`config.mk`:
```
export PLATFORM = sky130hd
export DESIGN_NAME = pic_ctl_flat
export DESIGN_NICKNAME = d
export VERILOG_FILES = /design/src/rtl/pic_ctl_if.sv /design/src/rtl/pic_ctl.sv /design/src/flat_wrapper.sv
export SDC_FILE = /design/constraint.sdc
export NUM_CORES = 1
export LEC_CHECK = 0
export ABC_AREA = 1
export BUFFER_PORTS_ARGS = -buffer_cell sky130_fd_sc_hd__clkbuf_2
export CAP_MARGIN = 20
export CORE_UTILIZATION = 33
export DETAILED_ROUTE_END_ITERATION = 16
export GPL_ROUTABILITY_DRIVEN = 0
export PLACE_DENSITY = 0.58
export SLEW_MARGIN = 10
export SYNTH_ARGS = -nofsm -noshare
export SYNTH_HDL_FRONTEND = slang
export SYNTH_SLANG_ARGS = --single-unit
export TNS_END_PERCENT = 20
```
`constraint.sdc`:
```
create_clock -name clock -period 5.76 [get_ports clock]
set_clock_uncertainty 0.2 [all_clocks]
set_input_delay 0.288 -clock clock [delete_from_list [all_inputs] [get_ports clock]]
set_output_delay 0.288 -clock clock [all_outputs]
set_load 0.03 [all_outputs]
```
`src/rtl/pic_ctl_if.sv`:
```
// CPU port bus as seen by the interrupt controller.
//   port_clk : one-cycle access strobe (CPU -> controller)
//   port     : 16-bit I/O port address
//   port_o   : write data from the CPU
//   port_w   : 1 = write, 0 = read
//   port_i   : registered read data back to the CPU
interface pic_ctl_if;
    logic        port_clk;
    logic [15:0] port;
    logic [7:0]  port_o;
    logic        port_w;
    logic [7:0]  port_i;

    modport master (output port_clk, port, port_o, port_w, input port_i);
    modport slave  (input port_clk, port, port_o, port_w, output port_i);
endinterface

```
`src/rtl/pic_ctl.sv`:
```
// Parametrised edge-triggered interrupt controller with fixed priority
// (line 0 highest), nested delivery and specific/non-specific EOI.
// Ports:
//   clock, resetn : host clock, synchronous active-low reset
//   bus           : CPU port bus (slave side), six ports from BASE_PORT
//   irq_in        : NIRQ request lines, rising-edge sensitive
//   intr          : toggles once per delivered interrupt
//   irq           : vector of the last delivered interrupt
//   intr_latch    : CPU copy of intr; equal to intr once accepted
module pic_ctl #(
    parameter int unsigned NIRQ       = 8,
    parameter logic [15:0] BASE_PORT  = 16'h0020,
    parameter logic [7:0]  VECT_RESET = 8'h08
) (
    input  logic            clock,
    input  logic            resetn,
    pic_ctl_if.slave        bus,
    input  logic [NIRQ-1:0] irq_in,
    output logic            intr,
    output logic [7:0]      irq,
    input  logic            intr_latch
);
    // Vector base keeps enough low bits clear to hold the line number
    localparam logic [7:0] VECT_MASK = (NIRQ > 8) ? 8'hF0 : 8'hF8;

    logic [NIRQ-1:0] imr;
    logic [NIRQ-1:0] irr;
    logic [NIRQ-1:0] isr;
    logic [NIRQ-1:0] irq_s;
    logic [NIRQ-1:0] irq_prev;
    logic [7:0]      vect_base;

    logic [15:0]     port_off;
    logic            wr_strobe;
    logic            rd_strobe;
    logic [15:0]     imr_w;
    logic [15:0]     irr_w;
    logic [NIRQ-1:0] imr_nxt;
    logic [NIRQ-1:0] rise_c;
    logic [NIRQ-1:0] eoi_clr;
    logic [NIRQ-1:0] dlv_set;
    logic            dlv_go;
    logic            dlv_blocked;
    logic            eoi_found;
    logic [7:0]      dlv_vect;
    logic [7:0]      rd_data;

    // Port decode
    always_comb begin
        port_off  = bus.port - BASE_PORT;
        wr_strobe = bus.port_clk & bus.port_w;
        rd_strobe = bus.port_clk & ~bus.port_w;
        imr_w     = 16'(imr);
        irr_w     = 16'(irr);
        rise_c    = irq_s & ~irq_prev;
    end

    // Mask register after this cycle's write; the new mask gates this cycle's edges
    always_comb begin
        imr_nxt = imr;
        for (int unsigned i = 0; i < NIRQ; i++) begin
            if (wr_strobe && port_off == 16'd1 && i < 8)
                imr_nxt[i] = bus.port_o[3'(i)];
            if (wr_strobe && port_off == 16'd2 && i >= 8)
                imr_nxt[i] = bus.port_o[3'(i - 8)];
        end
    end

    // EOI decode: 001xxxxx clears lowest ISR bit, 011nnnnn clears ISR[n]
    always_comb begin
        eoi_clr   = '0;
        eoi_found = 1'b0;
        if (wr_strobe && port_off == 16'd0) begin
            if (bus.port_o[7:5] == 3'b001) begin
                for (int unsigned i = 0; i < NIRQ; i++) begin
                    if (!eoi_found && isr[i]) begin
                        eoi_clr[i] = 1'b1;
                        eoi_found  = 1'b1;
                    end
                end
            end else if (bus.port_o[7:5] == 3'b011) begin
                for (int unsigned i = 0; i < NIRQ; i++) begin
                    if (32'(bus.port_o[4:0]) == i)
                        eoi_clr[i] = 1'b1;
                end
            end
        end
    end

    // Priority scan on pre-EOI ISR: stop at the first in-service line
    always_comb begin
        dlv_set     = '0;
        dlv_go      = 1'b0;
        dlv_blocked = 1'b0;
        dlv_vect    = vect_base;
        if (intr == intr_latch) begin
            for (int unsigned i = 0; i < NIRQ; i++) begin
                if (!dlv_blocked && !dlv_go) begin
                    if (isr[i]) begin
                        dlv_blocked = 1'b1;
                    end else if (irr[i]) begin
                        dlv_go     = 1'b1;
                        dlv_set[i] = 1'b1;
                        dlv_vect   = vect_base + 8'(i);
                    end
                end
            end
        end
    end

    // Read mux; unimplemented bits come back as zero through the casts
    always_comb begin
        case (port_off)
            16'd0:   rd_data = 8'(isr);
            16'd1:   rd_data = imr_w[7:0];
            16'd2:   rd_data = imr_w[15:8];
            16'd3:   rd_data = vect_base;
            16'd4:   rd_data = irr_w[7:0];
            16'd5:   rd_data = irr_w[15:8];
            default: rd_data = 8'h00;
        endcase
    end

    // State update; a new edge wins over delivery clearing the same IRR bit
    always_ff @(posedge clock) begin
        if (!resetn) begin
            imr        <= '0;
            irr        <= '0;
            isr        <= '0;
            irq_s      <= '0;
            irq_prev   <= '0;
            vect_base  <= VECT_RESET;
            intr       <= 1'b0;
            irq        <= 8'h00;
            bus.port_i <= 8'h00;
        end else begin
            irq_s    <= irq_in;
            irq_prev <= irq_s;
            imr      <= imr_nxt;
            irr      <= (irr & ~dlv_set & ~imr_nxt) | (rise_c & ~imr_nxt);
            isr      <= (isr & ~eoi_clr) | dlv_set;
            if (wr_strobe && port_off == 16'd3)
                vect_base <= bus.port_o & VECT_MASK;
            if (dlv_go) begin
                intr <= ~intr;
                irq  <= dlv_vect;
            end
            if (rd_strobe && port_off < 16'd6)
                bus.port_i <= rd_data;
        end
    end
endmodule

```
`src/flat_wrapper.sv`:
```
// flat-port wrapper written by rule: the top's interface ports become plain ports
module pic_ctl_flat 
#(
    parameter int unsigned NIRQ       = 8,
    parameter logic [15:0] BASE_PORT  = 16'h0020,
    parameter logic [7:0]  VECT_RESET = 8'h08
)
  (clock, resetn, irq_in, intr, irq, intr_latch, bus_port_clk, bus_port, bus_port_o, bus_port_w, bus_port_i);
  pic_ctl_if bus_i ();
  input  logic clock;
  input  logic resetn;
  input  logic [NIRQ-1:0] irq_in;
  output logic intr;
  output logic [7:0] irq;
  input  logic intr_latch;
  input wire logic [$bits(bus_i.port_clk)-1:0] bus_port_clk;
  input wire logic [$bits(bus_i.port)-1:0] bus_port;
  input wire logic [$bits(bus_i.port_o)-1:0] bus_port_o;
  input wire logic [$bits(bus_i.port_w)-1:0] bus_port_w;
  output wire logic [$bits(bus_i.port_i)-1:0] bus_port_i;
  assign bus_i.port_clk = bus_port_clk;
  assign bus_i.port = bus_port;
  assign bus_i.port_o = bus_port_o;
  assign bus_i.port_w = bus_port_w;
  assign bus_port_i = bus_i.port_i;
  pic_ctl #(.NIRQ(NIRQ), .BASE_PORT(BASE_PORT), .VECT_RESET(VECT_RESET)) u_core (.clock(clock), .resetn(resetn), .bus(bus_i), .irq_in(irq_in), .intr(intr), .irq(irq), .intr_latch(intr_latch));
endmodule
```
==> results of run 1 <==
==> tightest hold or removal path, delay by kind of cell <==
family | cells | cell delay, ns
AND/OR/NAND/NOR | 2 | 0.09
AO/OA/AOI/OAI | 1 | 0.06
buffers and inverters | 1 | 0.10
==> Yosys cell counts, types with 3 or more instances <==
| cell | number |
|---|---|
| o21ai_0 | 15 |
| nand2_2 | 4 |
| inv_2 | 8 |
| or2_2 | 5 |
| o211ai_1 | 3 |
| nand4_1 | 10 |
| dfxtp_1 | 62 |
| nor2_1 | 44 |
| nand2_1 | 106 |
| nor4_1 | 3 |
| inv_1 | 69 |
| a21oi_1 | 39 |
| o21ai_2 | 7 |
| clkbuf_1 | 7 |
| nor2_2 | 4 |
| nor3_1 | 4 |
| o21ai_1 | 5 |
| nand3_1 | 34 |
==> path summary, 6_finish.rpt <==
path | startpoint | endpoint | slack [ns] | cells after the start
min | intr_latch | u_core.intr | 0.03 | 4
max reg2reg | u_core.isr[0] | u_core.intr | 3.63 | 11
min reg2reg | u_core.irq_s[1] | u_core.irq_prev[1] | 0.22 | 2
max | bus_port[5] | u_core.isr[0] | 3.27 | 12
==> sequential cells by signal (all words and copies together), names as in the netlist <==
signal,cells
u_core.bus.port_i,8
u_core.imr,8
u_core.intr,1
u_core.irq,8
u_core.irq_prev,8
u_core.irq_s,8
u_core.irr,8
u_core.isr,8
u_core.vect_base,5
==> metal layers <==
layer  vias to the layer above  GRT usage [%]  share of wire, %
met4                         0          8.138               2.8
li1                       1612              -                 -
met5                         -              0                 0
met1                      1416          21.78                46
met2                        85          29.12                46
met3                        26          3.412               4.8
==> where the power goes <==
part,total [mW],internal (mW),switching [mW],leakage [nW]
clock network,0.431,0.254,0.177,0.108
registers,0.476,0.457,0.0187,0.507
logic,0.236,0.0798,0.156,1.18
total,1.14,0.791,0.352,1.79
==> placed cells by master (no fill, tap or decap), types with 3 or more instances in the layout <==
cell           count
clkbuf_8          10
o21ai_1            5
nand4_1           10
nand2_2            4
dfxtp_1           62
o21ai_2            7
inv_1             69
nand3_1           34
o211ai_1           3
nor2_2             4
a21oi_1           39
inv_2              8
nor2_1            44
nand2_1          106
nor4_1             3
nor3_1             4
o21ai_0           15
or2_2              5
clkbuf_2          53
dlygate4sd3_1     12
==> cell type report <==
| type | count | share of cell area, % |
|---|---|---|
| clock buffers | 10 | 3.538 |
| clock inverters | 6 | 2.187 |
| inverters | 77 | 7.430 |
| multi-input cells | 309 | 40.50 |
| flip-flops and latches | 62 | 31.91 |
| well taps | 129 | 4.149 |
| repair buffers | 67 | 10.29 |
==> kinds of logic after synthesis <==
| kind of cell | synth area share [%] |
|---|---|
| buf+inv | 11.20 |
| flops | 39.13 |
| compound gates | 14.44 |
| simple gates | 34.56 |
| fa+ha+maj | 0.3944 |
| xor+xnor | 0.2762 |
==> timing repair <==
| item | 4_1_cts | 5_1_grt |
|---|---|---|
| gates resized for setup | 0 | 0 |
| hold endpoints to repair | 12 | 0 |
| hold buffers | 12 | 0 |
==> out/summary.txt, run 1 <==
Worst path slowest cell -> nor2_1
Worst Tran Pin Value -> 1.025 ns
Filler cells -> 999
Post-Syn Instances -> 461
CP max stage delay -> 0.51 ns
Final std cells w/o fill -> 660
Max Slew Vio Count -> 0
Layout cells sized above 1 -> 21.66%
Yosys reg bits -> 62
Min Hold Slack -> 0.03291 ns
CP Max Fanout -> 16
ANT nets after route -> 0
Chip height -> 100.0 um
Global-route wire length before repair -> 13,610 um
Die X -> 100.0 um
Peak VDD IR -> 0.0001199 V
Final hold vios -> 0
RSZ-0062 raised after global routing -> false
Io pins -> 54
Placed cells -> 632
Status -> finished, final reports clean
Area Overhead vs Synth -> 22.64%
Post-CTS setup buffers -> 0
GRT Resource Usage Total -> 17.47%
Tcrit/Tclk final -> 43.30%
FFs w/ async S/R, synth -> 0%
TritonRoute pass-1 iters -> 5
Post-synthesis sequential area ratio -> 39.13%
H-tree Lvls -> 3
Setup Total Neg Slack -> 0 ns
Most area-consuming cells after synthesis -> dfxtp_1 (39%), nand2_1 (13%), inv_1 (8.2%)
DR WL/cell -> 12.28 um
Starting Density -> 34.16%
Worst Path Arrival -> 2.49 ns
Slew HR -> 31.58%
Die area -> 0.01001 mm^2
Root Driver -> clkbuf_8
Post-synth top flop -> dfxtp_1
Fmax -> 400.9 MHz
Critical Path RT -> 5.75 ns
Site row count -> 35
Pwr/cell area -> 293.6 mW/mm^2
Drt via density -> 4.756
Area of the multi-input gates -> 0.001575 mm^2
Cells along the critical path -> clkbuf_2 -> inv_2 -> ha_1 -> nand2_2 -> o21ai_1 -> nand3_2 -> nor2_4 -> inv_2 -> nor2_1 -> nand2_1 -> o21ai_0 -> a21oi_1
N_diodes -> 0
Post-synth cell types -> 40
Post-route setup slack -> 3.266 ns
Ys Warns -> 0
Net Count, Synth -> 499
Nets -> 564
Clk Latency, worst-skew pair -> 0.35 ns
Pleak -> 1.795 nW
Critical path buffers and inverters -> 3
# port buffers -> 53
Largest net degree at the start of global routing -> 34
Starting DRT DRC Count -> 195
Hold Crit Class -> primary input to flop
Vias in the first global route -> 2,963
Avg Cell Area, Syn -> 6.880 um^2
CP top delay family -> simple AND/OR/NAND/NOR gates
Layout Utilization -> 41.90%
Vias -> 3,139
Core Box Area -> 0.009284 mm^2
Post-DP HPWL -> 6012 um
Post-layout min period -> 2.494 ns
CP endpoint kind -> flop
Power, Total -> 1.142 mW
Reg area -> 0.001241 mm^2
Setup violators final -> 0
Number of buffers created by CTS -> 9
Initial antenna violation count -> 0
Number of max-cap violations -> 0
Synth top area share -> 39.13%
Worst-path clk slew -> 0.07 ns
Placed cell area -> 0.003547 mm^2
Mapped cell area -> 0.003172 mm^2
Startpoint class of the critical path -> primary input
CP Class -> primary input to flop
GR Overflow Total -> 0
Clock tree sinks -> 62
Residual DRC -> 0
CTS tree -> done
DRT Wirelength -> 8107 um
Synth area leader -> dfxtp_1
Post-route cell area -> 0.003890 mm^2
Place WS -> 2.903 ns
Maximum clock path buffer count -> 2
Number of flops mapped to enable cells by yosys -> 0
Most numerous cell on the critical path -> inv_2
(Power assumes the default switching activity.)
==> run 2: changes to the inputs <==
Settings changed: PLACE_DENSITY 0.58 to 0.59.
Clock period 5.76 ns to 2.2 ns, I/O delays scaled along.
==> out/summary.txt, run 2 (synthesis results as in run 1) <==
Root Driver -> clkbuf_8
Die X -> 100.0 um (unchanged)
GR Overflow Total -> 0 (unchanged)
Io pins -> 54 (unchanged)
Failing checks -> negative hold slack
Worst Path Arrival -> 2.07 ns (-0.42 ns)
Hold path start -> resetn
Maximum clock path buffer count -> 2 (unchanged)
Residual DRC -> 0 (unchanged)
Layout cells sized above 1 -> 22.83% (+1.2 points)
Hold Path End -> u_core.irq_prev[1]
Die area -> 0.01001 mm^2 (unchanged)
CP endpoint kind -> flop
Starting Density -> 34.16% (unchanged)
Largest net degree at the start of global routing -> 31 (-8.8%)
RSZ-0062 raised after global routing -> true
Pwr/cell area -> 714.9 mW/mm^2 (+140%)
N_diodes -> 0 (unchanged)
DR WL/cell -> 12.32 um (+0.28%)
Most frequent cells in the layout -> nand2_1 (106), inv_1 (69), dfxtp_1 (61)
Vias -> 3,228 (+2.8%)
Vias in the first global route -> 3,047 (+2.8%)
Number of max-cap violations -> 0 (unchanged)
Area Overhead vs Synth -> 28.09%
R2R cell count -> 12 (+1)
Hold Crit Class -> primary input to flop
# port buffers -> 53 (unchanged)
Min Hold Slack -> -0.01885 ns (-0.05176 ns)
Clk Latency, worst-skew pair -> 0.35 ns (about the same)
Initial antenna violation count -> 0 (unchanged)
Max Slew Vio Count -> 0 (unchanged)
Fmax -> 491.8 MHz
Slew HR -> 71.15% (+40 points)
Global-route wire length before repair -> 13,720 um (+0.76%)
DRT Wirelength -> 8388 um (+3.5%)
Worst R2R Start -> u_core.isr[1]
Number of buffers created by CTS -> 9 (unchanged)
R2r endpoint -> u_core.intr
CTS tree -> done
Filler cells -> 1,012 (+1.3%)
Clock tree sinks -> 62 (unchanged)
Critical Path RT -> 2.24 ns (-3.51 ns)
CP Max Fanout -> 8 (-8)
Pleak -> 1.878 nW (+4.6%)
Startpoint class of the critical path -> flop
Core Box Area -> 0.009284 mm^2 (unchanged)
Drt via density -> 4.740 (-0.34%)
Worst-path clk slew -> 0.08 ns (about the same)
Final hold vios -> 4 (+4)
CP Class -> flop to flop
Site row count -> 35 (unchanged)
TritonRoute pass-1 iters -> 5 (unchanged)
Leading cell type in the layout, fill and taps excluded -> nand2_1
Peak VDD IR -> 0.0002887 V (+140%)
Chip height -> 100.0 um (unchanged)
Status -> finished, violations left
Post-layout min period -> 2.033 ns
Worst Tran Pin Value -> 0.4288 ns (-0.5963 ns)
GRT Resource Usage Total -> 17.73% (+0.26 points)
Post-route cell area -> 0.004063 mm^2 (+4.4%)
Nets -> 585 (+3.7%)
H-tree Lvls -> 3 (unchanged)
Setup violators final -> 0 (unchanged)
Reg2Reg Setup Slack -> 0.17 ns (-3.46 ns)
ANT nets after route -> 0 (unchanged)
Starting DRT DRC Count -> 151 (-23%)
Placed cell area -> 0.003615 mm^2 (+1.9%)
Tcrit/Tclk final -> 92.42%
Hold depth -> 3 (-1)
Post-DP HPWL -> 6186 um (+2.9%)
==> run 2: layout make-up <==
| class | count | area (um^2) | area share, % |
|---|---|---|---|
| sequential | 62 | 1242 | 30.58 |
| tap | 129 | 161.4 | 3.973 |
| multi-input combinational | 310 | 1594 | 39.24 |
| timing repair buffer | 87 | 578.1 | 14.23 |
| clock inverter | 7 | 73.82 | 1.817 |
| inverter | 77 | 289.0 | 7.114 |
| clock buffer | 9 | 123.9 | 3.049 |
==> run 2: per-stage QoR <==
step,util (%),worst slack (ns),cells,TNS [ns],total power [mW]
detailed placement,38.94,0.04258,641,0,1.875
CTS,43.54,0.1995,680,0,2.913
global route,43.76,-0.02643,681,-0.06594,3.071
finish,43.76,0.1667,681,0,2.904
global placement,38.94,0.1214,641,0,1.866
floorplan,-,0.3202,461,0,1.708
==> run 2: power breakdown <==
group	switching (mW)	leakage [nW]	internal (mW)
combinational	0.423	1.27	0.234
sequential	0.0514	0.507	1.20
clock	0.473	0.0996	0.526
total	0.947	1.88	1.96
==> run 2: layer usage <==
layer / track usage (%) / routed length [um]
met5: 0 / 0
met4: 8.361 / 201
met3: 3.203 / 395
met2: 30.13 / 3920
met1: 21.77 / 3871
==> run 2: how the worst max path moves through the flow <==
stage	slack, ns	endpoint	cells past startpoint	start
2_1_floorplan	0.32	u_core.irq[7]	11	u_core.isr[3]
3_3_place_gp	0.12	u_core.vect_base[7]	12	bus_port[5]
3_5_place_dp	0.04	u_core.irr[5]	12	bus_port[5]
4_1_cts	0.20	u_core.irq[6]	12	u_core.isr[1]
5_1_grt	-0.03	u_core.irq[4]	12	u_core.isr[1]
6_report	0.17	u_core.intr	12	u_core.isr[1]
==> run 2: timing repair <==
action,CTS,global route
gates resized for setup,0,3
endpoints found under the hold margin,23,0
setup endpoints to repair,0,7
hold buffers,23,0
setup buffers,0,0
==> run 2: critical path: stages, from the launching register on <==
cell and delay (ns):
dfxtp_1 0.36, nor2_4 0.18, nand2_2 0.10, inv_2 0.13, nor2_2 0.07, a21oi_2 0.17, nand4_2 0.13, nor2_2 0.14
o21ai_2 0.14, nand2_4 0.16, nand2_1 0.06, o21ai_1 0.07, nor2_1 0.05
==> run 3: changes to the inputs <==
Settings changed: BUFFER_PORTS_ARGS -buffer_cell sky130_fd_sc_hd__clkbuf_2 to -buffer_cell sky130_fd_sc_hd__buf_2.
==> out/summary.txt, run 3 (synthesis results as in run 1) <==
Number of buffers created by CTS -> 9 (unchanged)
Clk Latency, worst-skew pair -> 0.34 ns (about the same)
Setup Total Neg Slack -> 0 ns (unchanged)
Die area -> 0.01001 mm^2 (unchanged)
Initial antenna violation count -> 0 (unchanged)
Post-route cell area -> 0.004073 mm^2 (+0.25%)
Final hold vios -> 0 (-4)
Peak VDD IR -> 0.0002739 V (-5.1%)
TritonRoute pass-1 iters -> 5 (unchanged)
Vias -> 3,221 (-0.22%)
Worst Path Arrival -> 2.06 ns (about the same)
Status -> finished, final reports clean
Number of max-cap violations -> 0 (unchanged)
DRT Wirelength -> 8283 um (-1.3%)
CP endpoint kind -> flop
# port buffers -> 53 (unchanged)
Area Overhead vs Synth -> 28.40%
Maximum clock path buffer count -> 2 (unchanged)
N_diodes -> 0 (unchanged)
Most frequent cells in the layout -> nand2_1 (106), inv_1 (69), dfxtp_1 (61)
GR Overflow Total -> 0 (unchanged)
Nets -> 584 (-0.17%)
Hold Path End -> u_core.bus.port_i[4]
Drt via density -> 4.737 (about the same)
Reg2Reg Setup Slack -> 0.18 ns (+0.02 ns)
Chip height -> 100.0 um (unchanged)
Tcrit/Tclk final -> 91.71% (-0.71 points)
Filler cells -> 1,010 (-0.20%)
Io pins -> 54 (unchanged)
Fmax -> 495.6 MHz (+0.78%)
Starting Density -> 34.16% (unchanged)
Root Driver -> clkbuf_8
Worst R2R Start -> u_core.irr[0]
Post-CTS setup buffers -> 0 (unchanged)
Worst Tran Pin Value -> 0.4344 ns (+0.005526 ns)
ANT nets after route -> 0 (unchanged)
Power, Total -> 3.017 mW (+3.9%)
Critical Path RT -> 2.24 ns (about the same)
CP Max Fanout -> 8 (unchanged)
Starting DRT DRC Count -> 208 (+38%)
Hold path start -> bus_port_clk
Layout cells sized above 1 -> 22.87% (+0.041 points)
Startpoint class of the critical path -> flop
Die X -> 100.0 um (unchanged)
Core Box Area -> 0.009284 mm^2 (unchanged)
R2R cell count -> 12 (unchanged)
Worst-path clk slew -> 0.08 ns (about the same)
Residual DRC -> 0 (unchanged)
Hold Crit Class -> primary input to flop
Pwr/cell area -> 740.7 mW/mm^2 (+3.6%)
Site row count -> 35 (unchanged)
Placed cell area -> 0.003615 mm^2 (unchanged)
GRT Resource Usage Total -> 16.92% (-0.81 points)
Setup violators final -> 0 (unchanged)
DR WL/cell -> 12.18 um (-1.1%)
H-tree Lvls -> 3 (unchanged)
Global-route wire length before repair -> 13,230 um (-3.5%)
Leading cell type in the layout, fill and taps excluded -> nand2_1
CTS tree -> done
CP Class -> flop to flop
RSZ-0062 raised after global routing -> true
Pleak -> 1.887 nW (+0.51%)
Vias in the first global route -> 2,875 (-5.6%)
Min Hold Slack -> 0.02311 ns (+0.04196 ns)
Post-layout min period -> 2.018 ns (-0.01570 ns)
Slew HR -> 70.78% (-0.37 points)
Max Slew Vio Count -> 0 (unchanged)
R2r endpoint -> u_core.irq[7]
Clock tree sinks -> 62 (unchanged)
Largest net degree at the start of global routing -> 31 (unchanged)
Hold depth -> 5 (+2)
Post-DP HPWL -> 6213 um (+0.44%)
-- run 3: timing repair --
action,CTS,global route
gates resized for setup,0,2
endpoints found under the hold margin,26,0
setup endpoints to repair,0,6
hold buffers,22,0
-- run 3: worst max-delay path by stage --
stage             startpoint                   to  cells after the start
2_1_floorplan  u_core.isr[3]        u_core.irq[7]                     11
3_3_place_gp     bus_port[5]  u_core.vect_base[7]                     12
3_5_place_dp     bus_port[5]  u_core.vect_base[7]                     12
4_1_cts        u_core.irr[0]        u_core.irq[7]                     12
5_1_grt        u_core.isr[1]        u_core.irq[1]                     11
6_report       u_core.irr[0]        u_core.irq[7]                     12
-- run 3: cell type report --
class                           instances  area [um^2]  share of cell area (%)
Clock buffer                           10        137.6                   3.379
Sequential cell                        62         1242                   30.51
Multi-Input combinational cell        310         1589                   39.02
Timing Repair Buffer                   86        568.0                   13.95
Inverter                               77        289.0                   7.097
Tap cell                              129        161.4                   3.963
Clock inverter                          6        85.08                   2.089
-- run 3: per-layer routing --
metal / wire length [um] / global-route usage (%) / up-vias
met1: 3968 / 21.48 / 1464
li1: - / - / 1651
met2: 3794 / 27.80 / 91
met5: 0 / 0 / -
met3: 347 / 3.343 / 15
met4: 173 / 7.692 / 0
-- run 3: power by group --
| part | leakage, nW | total, mW | internal (mW) | switching, mW |
|---|---|---|---|---|
| Combinational | 1.27 | 0.653 | 0.233 | 0.420 |
| Clock | 0.108 | 1.12 | 0.664 | 0.454 |
| Sequential | 0.507 | 1.25 | 1.20 | 0.0486 |
-- run 3: stage by stage --
| step | cells | setup WS [ns] | utilization [%] |
|---|---|---|---|
| CTS | 679 | 0.1729 | 43.71 |
| finish | 680 | 0.1824 | 43.87 |
| global route | 680 | -0.02624 | 43.87 |
| global placement | 641 | 0.1090 | 38.94 |
| detailed placement | 641 | 0.04385 | 38.94 |
| floorplan | 461 | 0.3202 | - |
-- run 3: critical path, cell delays in order (launching register included) --
cell	delay, ns
dfxtp_1	0.36
nor2_1	0.18
nand2_2	0.10
nand2_2	0.09
nor2_1	0.06
a21oi_2	0.19
nand4_2	0.13
nor2_2	0.14
o21ai_2	0.13
nand2_4	0.15
nand3_1	0.08
nand2_1	0.07
nor2_1	0.04
